<file path="config.mk">
export PLATFORM = sky130hd
export DESIGN_NAME = ucie_ctl_rx_fifo
export DESIGN_NICKNAME = d
export VERILOG_FILES = /design/src/rtl/ucie_ctl_pkg.sv /design/src/rtl/ucie_ctl_rx_fifo_mem.sv /design/src/rtl/ucie_ctl_rx_fifo.sv
export SDC_FILE = /design/constraint.sdc
export NUM_CORES = 1
export LEC_CHECK = 0
export BUFFER_PORTS_ARGS = -buffer_cell sky130_fd_sc_hd__buf_2
export CAP_MARGIN = 20
export CORE_MARGIN = 2
export CORE_UTILIZATION = 59
export DETAILED_ROUTE_END_ITERATION = 6
export GPL_TIMING_DRIVEN = 0
export HOLD_SLACK_MARGIN = 0.02
export PLACE_DENSITY = 0.81
export SLEW_MARGIN = 10
export SYNTH_ARGS = -nofsm -noshare
export SYNTH_HDL_FRONTEND = slang
export SYNTH_SLANG_ARGS = --single-unit
</file>
<file path="constraint.sdc">
create_clock -name i_clk -period 5.05 [get_ports i_clk]
set_input_delay 1.01 -clock i_clk [delete_from_list [all_inputs] [get_ports i_clk]]
set_output_delay 1.01 -clock i_clk [all_outputs]
set_load 0.02 [all_outputs]
</file>
<file path="src/rtl/ucie_ctl_pkg.sv">
// Shared constants for the UCIe controller receive path.
package ucie_ctl_pkg;
  localparam int CTL_DATA_W = 24;
  localparam int CTL_DEPTH  = 8;
  localparam int DROP_W     = 8;
  localparam logic [DROP_W-1:0] DROP_MAX = '1;
endpackage

</file>
<file path="src/rtl/ucie_ctl_rx_fifo_mem.sv">
// Receive FIFO storage: one write port, asynchronous read, no reset.
module ucie_ctl_rx_fifo_mem #(
  parameter int DATA_W = 24,
  parameter int DEPTH  = 8,
  parameter int AW     = $clog2(DEPTH)
)(
  input  logic              clk,
  input  logic              we,
  input  logic [AW-1:0]     waddr,
  input  logic [DATA_W-1:0] wdata,
  input  logic [AW-1:0]     raddr,
  output logic [DATA_W-1:0] rdata
);
  logic [DATA_W-1:0] mem [DEPTH];

  always_ff @(posedge clk)
    if (we) mem[waddr] <= wdata;

  assign rdata = mem[raddr];
endmodule

</file>
<file path="src/rtl/ucie_ctl_rx_fifo.sv">
// RDI-to-FDI receive FIFO with registered head word, overflow tracking and flush.
module ucie_ctl_rx_fifo
  import ucie_ctl_pkg::*;
#(
  parameter int DATA_W   = CTL_DATA_W,
  parameter int DEPTH    = CTL_DEPTH,
  parameter int AFULL_TH = DEPTH - 2
)(
  input  logic                         i_clk,
  input  logic                         i_rst,
  input  logic [DATA_W-1:0]            i_rdi_pl_data,
  input  logic                         i_rdi_pl_valid,
  input  logic                         i_buffer_en,
  input  logic                         i_fdi_ready,
  input  logic                         i_flush,
  input  logic                         i_ovf_clr,
  output logic [DATA_W-1:0]            o_fdi_data,
  output logic                         o_fdi_data_valid,
  output logic [$clog2(DEPTH+2)-1:0]   o_count,
  output logic                         o_empty,
  output logic                         o_full,
  output logic                         o_almost_full,
  output logic                         o_overflow_detected,
  output logic [DROP_W-1:0]            o_drop_cnt
);
  localparam int AW    = $clog2(DEPTH);
  localparam int CNT_W = $clog2(DEPTH+2);
  localparam logic [AW:0] AF_TH = (AW+1)'(AFULL_TH);

  logic [AW:0]       wptr, rptr, mem_cnt;
  logic [DATA_W-1:0] rd_data;
  logic              act, push, pop, drop;

  assign mem_cnt       = wptr - rptr;
  assign o_empty       = (wptr == rptr);
  assign o_full        = (wptr[AW] != rptr[AW]) && (wptr[AW-1:0] == rptr[AW-1:0]);
  assign o_almost_full = (mem_cnt >= AF_TH);
  assign o_count       = CNT_W'(mem_cnt) + CNT_W'(o_fdi_data_valid);

  // A flush overrides any traffic in the same cycle, including drop accounting.
  assign act  = i_buffer_en && !i_flush;
  assign pop  = act && !o_empty && (!o_fdi_data_valid || i_fdi_ready);
  assign push = act && i_rdi_pl_valid && (!o_full || pop);
  assign drop = act && i_rdi_pl_valid && o_full && !pop;

  ucie_ctl_rx_fifo_mem #(.DATA_W(DATA_W), .DEPTH(DEPTH), .AW(AW)) u_mem (
    .clk   (i_clk),
    .we    (push),
    .waddr (wptr[AW-1:0]),
    .wdata (i_rdi_pl_data),
    .raddr (rptr[AW-1:0]),
    .rdata (rd_data)
  );

  always_ff @(posedge i_clk or negedge i_rst) begin
    if (!i_rst) begin
      wptr <= '0;
      rptr <= '0;
    end else if (i_flush) begin
      wptr <= '0;
      rptr <= '0;
    end else begin
      if (push) wptr <= wptr + {{AW{1'b0}}, 1'b1};
      if (pop)  rptr <= rptr + {{AW{1'b0}}, 1'b1};
    end
  end

  // Head register: refilled on pop, emptied on a handshake with nothing behind it.
  always_ff @(posedge i_clk or negedge i_rst) begin
    if (!i_rst) begin
      o_fdi_data       <= '0;
      o_fdi_data_valid <= 1'b0;
    end else if (i_flush) begin
      o_fdi_data_valid <= 1'b0;
    end else if (pop) begin
      o_fdi_data       <= rd_data;
      o_fdi_data_valid <= 1'b1;
    end else if (i_buffer_en && i_fdi_ready) begin
      o_fdi_data_valid <= 1'b0;
    end
  end

  always_ff @(posedge i_clk or negedge i_rst) begin
    if (!i_rst) begin
      o_overflow_detected <= 1'b0;
      o_drop_cnt          <= '0;
    end else if (i_ovf_clr) begin
      o_overflow_detected <= drop;
      o_drop_cnt          <= {{(DROP_W-1){1'b0}}, drop};
    end else if (drop) begin
      o_overflow_detected <= 1'b1;
      if (o_drop_cnt != DROP_MAX)
        o_drop_cnt <= o_drop_cnt + {{(DROP_W-1){1'b0}}, 1'b1};
    end
  end
endmodule

</file>
* Word-level counts from Yosys, hierarchy flattened
Memories as Yosys holds them, arrays and structs flattened. A register that Yosys moved wholly into a read port is not among the register bits.
Cells that the tools add are included.
** Storage, ports and cells
- Bits in latches :: 0
- Memories kept :: 1
- Register bits after elaboration :: 18
- Bits in read-only memories :: 0
- Bits in writable memories :: 192
- Logic and storage cells :: 55
- Output and inout port bits :: 41
** Cells by class
- Multipliers :: 0
- Muxes and demuxes :: 14
- Div/mod/pow operators :: 0
- Shifts and indexed selects :: 0
- Equality and inequality tests :: 4
- Add/sub/neg operators :: 5
- Reductions and logical operators :: 24
- Bitwise gates (word level) :: 1
- Magnitude comparators :: 1
** Memory list
- u_mem.mem :: depth 8, bits a word 24, read ports 1, clocked after Yosys merged registers in 1, wr ports 1, RTL line ucie_ctl_rx_fifo_mem.sv:14 : logic [DATA_W-1:0] mem [DEPTH];
** Operator list (number)
- 8-bit two-way mux :: 3
- 4-bit two-way mux :: 4
- 1-bit logical AND :: 9
- 4-bit by 1-bit adder with 4-bit output (second input constant) :: 2
- 8-bit by 1-bit adder with 8-bit output (second input constant) :: 1
- 8-bit != test (second input constant) :: 1
- 2-bit nonzero test :: 4
- 1-bit two-way mux :: 7
- 1-bit logical NOT :: 6
- 4-bit by 1-bit adder with 4-bit output :: 1
- 4-bit == test :: 1
- 4-bit by 3-bit greater-or-equal comparator with 1-bit output (second input constant) :: 1
- 2-bit AND reduction :: 2
- 4-bit subtractor :: 1
- 3-bit == test :: 1
- 3-bit nonzero test :: 1
- 1-bit logical OR :: 2
- 1-bit != test :: 1
- 1-bit NOT :: 1

* Longest topological paths before layout
Gate-level depths: netlist (run 1).
- Depth in word-level cells :: 8
- Mapped depth :: 9
- Depth with buffers taken out :: 7

* By module
A second synthesis (run 1) with hierarchy kept.
** Unflattened totals
- Cells, all modules :: 469
- Area, all modules :: 9380.2 um^2
** By module, submodules not included
- ucie_ctl_rx_fifo_mem :: cells each 290, times used 1, area each 7317.0 um^2
- ucie_ctl_rx_fifo :: cells each 179, times used 1, area each 2063.2 um^2

* Worst setup path after synthesis (run 1)
Ideal clock, no wire load.
- Path kind :: reg-to-reg
- Start :: reg rptr[2]
- End :: mem u_mem.mem[0][0] (enable)
- Arrival time :: 3533 ps
- Setup slack :: 1082 ps
- Stages on the path, launching flop included :: 8
- Period minus slack after synthesis :: 3968 ps
- Path buffers :: 1
- Cells stage by stage :: dfrtp_1 > inv_2 > buf_1 > ha_1 > nand3_2 > o311a_1 > nand2_1 > nor3_1
** Between the ends
- Longest elaborated chain between the ends :: 8
- Elaborated cells on any way between the ends :: 11
** Ends and longest elaborated chain
- start, declared :: RTL line ucie_ctl_rx_fifo.sv:30 : logic [AW:0] wptr, rptr, mem_cnt;
- start signal, assigned :: RTL line ucie_ctl_rx_fifo.sv:64 : if (pop) rptr <= rptr + {{AW{1'b0}}, 1'b1};
- 4-bit == test :: RTL line ucie_ctl_rx_fifo.sv:35 : assign o_empty = (wptr == rptr);
- 1-bit logical NOT :: RTL line ucie_ctl_rx_fifo.sv:42 : assign pop = act && !o_empty && (!o_fdi_data_valid || i_fdi_ready);
- 1-bit logical AND (2 in series) :: RTL line ucie_ctl_rx_fifo.sv:42
- 1-bit logical OR (*) :: RTL line ucie_ctl_rx_fifo.sv:43 : assign push = act && i_rdi_pl_valid && (!o_full || pop);
- 1-bit logical AND (*) :: RTL line ucie_ctl_rx_fifo.sv:43
- 1-bit two-way mux (*) :: RTL line ucie_ctl_rx_fifo_mem.sv:17 : if (we) mem[waddr] <= wdata;
- 1-bit two-way mux (not written as such) (*) :: RTL line ucie_ctl_rx_fifo_mem.sv:17
- end, declared :: RTL line ucie_ctl_rx_fifo_mem.sv:14
Mark *: on every way between the ends. The rest lies on a longest branch, timed or not.

* Final worst setup path (run 1)
- Start :: reg rptr[1]
- End :: out o_count[3]
** Between the ends
- Longest elaborated chain between the ends :: 2
** Ends and longest elaborated chain
- 4-bit subtractor :: RTL line ucie_ctl_rx_fifo.sv:34 : assign mem_cnt = wptr - rptr;
- 4-bit by 1-bit adder with 4-bit output :: RTL line ucie_ctl_rx_fifo.sv:38 : assign o_count = CNT_W'(mem_cnt) + CNT_W'(o_fdi_data_valid);
- end, declared :: RTL line ucie_ctl_rx_fifo.sv:19 : output logic [$clog2(DEPTH+2)-1:0] o_count,
No other way between the ends.

==> results.md, run 1 <==
- Min Tclk post-route: 4.16 ns
- Final Hold Viols: 0
- Antenna violations before repair: 0
- # hold bufs at CTS: 0
- Final core occ: 71.0%
- Average size of a mapped cell: 18.6 um^2
- Warnings from Yosys: 0
- Fin crit share: 82.3%
- Drt first pass iters: 5
- Gpl congestion: 0.819
- WS Path Type: reg -> out
- Total gr overflow: 0
- Post-CTS Setup Bufs: 0
- ANT nets after route: 0
- Inserted Clock Buffers: 23
- Critical path capture point type: output pin
- Total GRT Usage: 24.0%
- Critical path's largest stage delay: 0.65 ns
- Max-cap violation count: 0
- Post_cts resized: 0
- RSZ-0062 raised after global routing: false
- Hold Path Class: reg -> reg
- Post-Syn Area: 9220 um^2
- Longest Clk Path Bufs: 3
- Placeable Area: 15300 um^2
- Crit path max-delay cell type: clkbuf_1
- Vias in the first global route: 5073
- Ports: 72
- Cells after Synth: 496
- Synth Net Count: 536
- Worst Path Arrival: 3.15 ns
- Maximum VDD drop: 0.324 mV
- Die H: 129 um
- Via count: 5053
- Most common cell on crit path: clkbuf_1
- Seq/Total Area, Yosys: 73.9%
- Final wirelength: 19.2 mm
- FP Rows: 45
- Fmax: 241 MHz
- DIE WIDTH: 129 um
- Crit Path Max Fanout: 10
- Clock Sinks: 234
- Port Buf Inserts: 70
- Crit start category: flip-flop
- Per-cell routed wire length: 23.1 um
- Post-DP Area: 10100 um^2
- First-pass GRT wire length: 29.1 mm
- Via/cell ratio: 6.07
- Most frequent cells in the layout: 192 x edfxtp_1, 75 x buf_2, 48 x mux4_2, 42 x dfrtp_1, 37 x nand2_1
- Clk Latency, worst-skew pair: 0.50 ns
- CTS tree: done
- Synth unique cells: 44
- Leak pwr: 4.00 nW
- PD cells: 383 nW/um^2
- Delay-heaviest family, CP: buffers and inverters
- H-tree Lvls: 1
- Root Buffer Master: clkbuf_16
- Status: finished, final reports clean
- Ant. Diodes: 0
- Slew HR: 21.4%
- Maximum number of pins on one net before global-route repair: 43
- Net count, final: 645
- Yosys reg bits: 234
- Slew Viols, Final: 0
- Initial DRC Count: 559
- Slew of the pin with the lowest slew margin: 1.15 ns
- Worst-path clk slew: 0.06 ns
- Endpoints failing setup: 0
- Initial Util: 60.4%
- Data required time of the worst path: 4.04 ns
- Post-layout instance area: 10800 um^2
- Die area: 16600 um^2
- Commonest non-fill, non-tap cell in the layout: edfxtp_1
- Share of cells above drive strength 1: 28.7%
- Drt drc: 0
- CP bufs+invs: 4
- Area delta synth->final: 17.5%
- Skew final: 0.0156 ns
- Crit path cell chain: clkbuf_1, clkbuf_1, inv_1, fa_1, xor2_1, nand3_1, xnor2_1, buf_2
- Detail Placement HPWL: 11.9 mm
-- path summary, 6_finish.rpt --
check / start / to / slack (ns) / cells after the start
max: rptr[1] / o_count[3] / 0.89 / 8
min: o_fdi_data[13] / o_fdi_data[13] / 0.47 / 2
max reg2reg: rptr[1] / u_mem.mem[0][16] / 1.32 / 9
min reg2reg: o_fdi_data[13] / o_fdi_data[13] / 0.47 / 2
max in group asynchronous: i_rst / o_fdi_data[16] / 3.96 / 2
min in group asynchronous: i_rst / o_fdi_data[7] / 0.53 / 1
-- area by class of cell --
type	count	area, um^2
buffer	22	96.3
clock buffer	37	648
clock inverter	4	46.3
fill	922	4420
inverter	9	33.8
multi-input combinational	231	2330
sequential	234	6820
tap	211	264
timing repair buffer	84	603
-- registers in the layout, summed over array words and instances, names as in the netlist --
signal / flops
u_mem.mem: 192
o_fdi_data: 24
o_drop_cnt: 8
rptr: 4
wptr: 4
o_fdi_data_valid: 1
o_overflow_detected: 1
-- worst register-to-register path, cell delays in order (launching register included) --
cell and delay (ns):
dfrtp_1 0.35, clkbuf_1 0.25, clkbuf_1 0.65, inv_1 0.20
ha_1 0.37, nand3_2 0.17, o311a_1 0.31, nand2_1 0.27
nor3_2 0.52, buf_4 0.32
-- per-stage QoR --
step | TNS [ns] | setup slack [ns] | hold slack (ns) | cells | total power, W
floorplan | 0 | 1.08 | 0.553 | 496 | 0.00245
global placement | -42.79 | -0.917 | 0.459 | 777 | 0.00259
detailed placement | 0 | 1.44 | 0.466 | 789 | 0.00261
CTS | 0 | 0.900 | 0.478 | 830 | 0.00418
global route | 0 | 0.729 | 0.512 | 832 | 0.00430
finish | 0 | 0.894 | 0.474 | 832 | 0.00415
-- where the power goes --
part | switching (W) | total (W) | internal [W]
logic | 0.000234 | 0.000355 | 0.000121
registers | 0.0000474 | 0.00222 | 0.00217
clock network | 0.000649 | 0.00157 | 0.000926
total | 0.000930 | 0.00415 | 0.00322
-- kinds of logic after synthesis --
group / synth area share (%)
AOI/OAI and AO/OA: 3.77
adders and majority gates: 1.30
muxes: 14.4
xor gates and xnor gates: 0.746
buffers and inverters: 1.41
DFF: 73.9
and+or+nand+nor: 4.40
-- cells in the mapped netlist --
master | n | area share (%)
edfxtp_1 | 192 | 63
mux4_2 | 48 | 12
dfrtp_1 | 42 | 11
nand2_1 | 37 | 1.5
o21ai_0 | 29 | 1.6
mux2i_1 | 25 | 2.7
clkbuf_1 | 14 | 0.57
a21oi_1 | 11 | 0.60
nor2_1 | 11 | 0.45
ha_1 | 8 | 1.1
inv_1 | 8 | 0.33
nor3_1 | 7 | 0.38
nand3_1 | 6 | 0.33
buf_2 | 5 | 0.27
a21o_1 | 4 | 0.33
xor2_1 | 4 | 0.38
nand4_1 | 3 | 0.20
nor2b_1 | 3 | 0.20
o31ai_1 | 3 | 0.24
or4_1 | 3 | 0.24
a31oi_1 | 2 | 0.14
and3_1 | 2 | 0.14
buf_1 | 2 | 0.081
nand2b_1 | 2 | 0.14
nand3b_1 | 2 | 0.16
o311ai_0 | 2 | 0.19
or3_1 | 2 | 0.14
or3_2 | 2 | 0.16
xnor2_1 | 2 | 0.19
a2111o_1 | 1 | 0.12
a2111oi_0 | 1 | 0.095
a211o_1 | 1 | 0.095
and2_1 | 1 | 0.068
buf_6 | 1 | 0.12
fa_1 | 1 | 0.22
inv_2 | 1 | 0.041
nand3_2 | 1 | 0.11
nand4b_1 | 1 | 0.095
nor3b_1 | 1 | 0.081
o211a_1 | 1 | 0.11
o211ai_1 | 1 | 0.081
o311a_1 | 1 | 0.11
o41ai_1 | 1 | 0.095
xnor2_2 | 1 | 0.18
-- per-layer routing --
| metal | track usage [%] | vias up | part of all wire, % |
|---|---|---|---|
| met1 | 33.0 | 2594 | 40 |
| met5 | 0 | - | 0 |
| met2 | 40.7 | 216 | 51 |
| met3 | 3.80 | 38 | 6.3 |
| met4 | 7.42 | 0 | 2.3 |
| li1 | - | 2205 | - |
(Power assumes the default switching activity.)
==> inputs of run 2 (changes only) <==
--- a/config.mk
+++ b/config.mk
@@ -8,11 +8,11 @@
 export BUFFER_PORTS_ARGS = -buffer_cell sky130_fd_sc_hd__buf_2
 export CAP_MARGIN = 20
 export CORE_MARGIN = 2
-export CORE_UTILIZATION = 59
+export CORE_UTILIZATION = 54
 export DETAILED_ROUTE_END_ITERATION = 6
 export GPL_TIMING_DRIVEN = 0
 export HOLD_SLACK_MARGIN = 0.02
-export PLACE_DENSITY = 0.81
+export PLACE_DENSITY = 0.78
 export SLEW_MARGIN = 10
 export SYNTH_ARGS = -nofsm -noshare
 export SYNTH_HDL_FRONTEND = slang
==> constraint.sdc (replaced) <==
create_clock -name i_clk -period 3.7 [get_ports i_clk]
set_input_delay 0.74 -clock i_clk [delete_from_list [all_inputs] [get_ports i_clk]]
set_output_delay 0.74 -clock i_clk [all_outputs]
set_load 0.02 [all_outputs]
==> run 2 against run 1 <==
Die area grew 9.0%. Power grew 49%. Combinational power grew 37%. Routed wire length grew 2.0%. Clock power increased by 71%. Utilization decreased by 4.4 points. Highest routed layer is now met5.
==> results.md, run 2 (synthesis gave the netlist of run 1 again) <==
- Status: finished, final reports clean
- Final core occ: 66.6% (-4.4 points)
- Fmax: 296 MHz
- Net count, final: 643 (-0.31%)
- CP endpoint: o_count[3]
- Crit Path Max Fanout: 16 (+6)
- Crit path max-delay cell type: inv_2
- WS Path Type: reg -> out
- Worst R2R Path Depth: 9 (unchanged)
- Placeable Area: 16600 um^2 (+9.1%)
- Skew final: 0.00598 ns (-0.00958 ns)
- Slew Viols, Final: 0 (unchanged)
- ANT nets after route: 0 (unchanged)
- Setup TNS: 0 ns (unchanged)
- CP Launch Point: rptr[2]
- Maximum number of pins on one net before global-route repair: 23 (-47%)
- Via/cell ratio: 6.08 (+0.10%)
- CTS tree: done
- Ant. Diodes: 0 (unchanged)
- Worst-path clk slew: 0.06 ns (about the same)
- Clk Latency, worst-skew pair: 0.52 ns (+0.02 ns)
- Leak pwr: 4.09 nW (+2.4%)
- Critical path's largest stage delay: 0.44 ns (-0.21 ns)
- Antenna violations before repair: 1 (+1)
- Clock Sinks: 234 (unchanged)
- Hold Path Class: in -> async
- Port Buf Inserts: 70 (unchanged)
- Number of flip-flops in the largest register: 192 (unchanged)
- Detail Placement HPWL: 12.4 mm (+4.0%)
- Min Tclk post-route: 3.38 ns
- Max-cap violation count: 0 (unchanged)
- Root Buffer Master: clkbuf_16
- Inserted Clock Buffers: 25 (+8.7%)
- Drt drc: 0 (unchanged)
- RSZ-0062 raised after global routing: false
- Regs by FF count: u_mem.mem (192), o_fdi_data (24), o_drop_cnt (8)
- Ports: 72 (unchanged)
- FF-to-FF End: u_mem.mem[0][13]
- FP Rows: 47 (+4.4%)
- Data required time of the worst path: 2.96 ns (-1.08 ns)
- Crit start category: flip-flop
- Initial Util: 55.4% (-5.0 points)
- Longest Clk Path Bufs: 3 (unchanged)
- Slew of the pin with the lowest slew margin: 0.924 ns (-0.225 ns)
- Drt first pass iters: 5 (unchanged)
- Total gr overflow: 0 (unchanged)
- Endpoints failing setup: 0 (unchanged)
- Final Hold Viols: 0 (unchanged)
- Gpl congestion: 0.807 (-1.4%)
- Fin crit share: 91.4%
- Via count: 5119 (+1.3%)
- Flop-to-flop setup slack: 0.37 ns (-0.95 ns)
- PD cells: 559 nW/um^2 (+46%)
- # hold bufs at CTS: 0 (unchanged)
- DIE WIDTH: 135 um (+4.4%)
- Total GRT Usage: 22.4% (-1.6 points)
- Initial DRC Count: 527 (-5.7%)
- Die H: 135 um (+4.4%)
- Commonest non-fill, non-tap cell in the layout: edfxtp_1
- H-tree Lvls: 1 (unchanged)
- Area delta synth->final: 20.2%
- Critical path capture point type: output pin
- Slew HR: 38.4% (+17 points)
- First-pass GRT wire length: 30.2 mm (+3.6%)
- Maximum VDD drop: 0.522 mV (+61%)
- Vias in the first global route: 5302 (+4.5%)
- Most frequent cells in the layout: 192 x edfxtp_1, 75 x buf_2, 48 x mux4_2, 42 x dfrtp_1, 37 x nand2_1
- Die area: 18100 um^2 (+9.0%)
- Reg with most FFs: u_mem.mem
- Per-cell routed wire length: 23.3 um (+0.78%)
- Startpoint of the worst register-to-register path: rptr[1]
- Most common cell on crit path: xnor2_1
- Crit path cell chain: inv_2, ha_1, a21o_1, a31oi_1, xnor2_1, xnor2_1, buf_2
- Share of cells above drive strength 1: 30.9% (+2.2 points)
- Final wirelength: 19.6 mm (+2.0%)
- Worst Path Arrival: 2.64 ns (-0.51 ns)
[run 2: stage by stage]
step / hold WS, ns / power, W / instances / instance area [um^2] / worst slack [ns]
global placement: 0.462 / 0.00355 / 786 / 9860 / -1.12
finish: 0.207 / 0.00620 / 842 / 11100 / 0.318
floorplan: 0.444 / 0.00335 / 496 / 9230 / 0.374
detailed placement: 0.466 / 0.00357 / 797 / 10200 / -0.284
CTS: 0.228 / 0.00624 / 842 / 11100 / 0.0831
global route: 0.257 / 0.00638 / 842 / 11100 / 0.150
[run 2: timing repair]
| action | 4_1_cts | 5_1_grt |
|---|---|---|
| buffers inserted | 0 | 0 |
| gates resized for setup | 2 | 2 |
| gates cloned | 0 | 0 |
| setup endpoints to repair | 51 | 10 |
[run 2: worst min-delay path by stage]
stage	from	end	slack, ns	cells after the start
5_1_grt	i_rst	o_drop_cnt[7]	0.26	1
3_5_place_dp	o_fdi_data[22]	o_fdi_data[22]	0.47	2
3_3_place_gp	o_overflow_detected	o_overflow_detected	0.46	1
6_report	i_rst	o_fdi_data[4]	0.21	1
2_1_floorplan	i_rst	o_drop_cnt[0]	0.44	0
4_1_cts	i_rst	o_fdi_data[8]	0.23	1
[run 2: layout make-up]
type | instances | area, um^2
sequential | 234 | 6820
fill | 1102 | 5560
multi-input combinational | 231 | 2340
clock buffer | 33 | 696
timing repair buffer | 82 | 618
tap | 220 | 275
clock inverter | 13 | 206
buffer | 20 | 92.6
inverter | 9 | 33.8
[run 2: per-layer routing]
| metal | wire length, um | vias up | GRT usage [%] | share of wire, % |
|---|---|---|---|---|
| met5 | 13 | - | 0 | 0.066 |
| met4 | 597 | 2 | 7.19 | 3.0 |
| met3 | 1420 | 56 | 4.02 | 7.2 |
| met2 | 9920 | 248 | 37.7 | 51 |
| met1 | 7680 | 2613 | 30.2 | 39 |
| li1 | - | 2200 | - | - |
[run 2: report_power, final]
| part | internal, W | total [W] | leakage, nW | switching (W) |
|---|---|---|---|---|
| sequential | 0.00297 | 0.00303 | 2.28 | 0.0000670 |
| clock | 0.00168 | 0.00268 | 0.437 | 0.00100 |
| combinational | 0.000166 | 0.000485 | 1.37 | 0.000320 |
| total | 0.00481 | 0.00620 | 4.09 | 0.00139 |
[run 2: critical path, delay by kind of cell (launching register included)]
kind	cells	cell delay (ns)
XOR/XNOR	2	0.34
buffers and inverters	2	0.62
AO/OA/AOI/OAI	2	0.37
adder cells (fa/ha/maj)	1	0.39
flip-flops	1	0.42
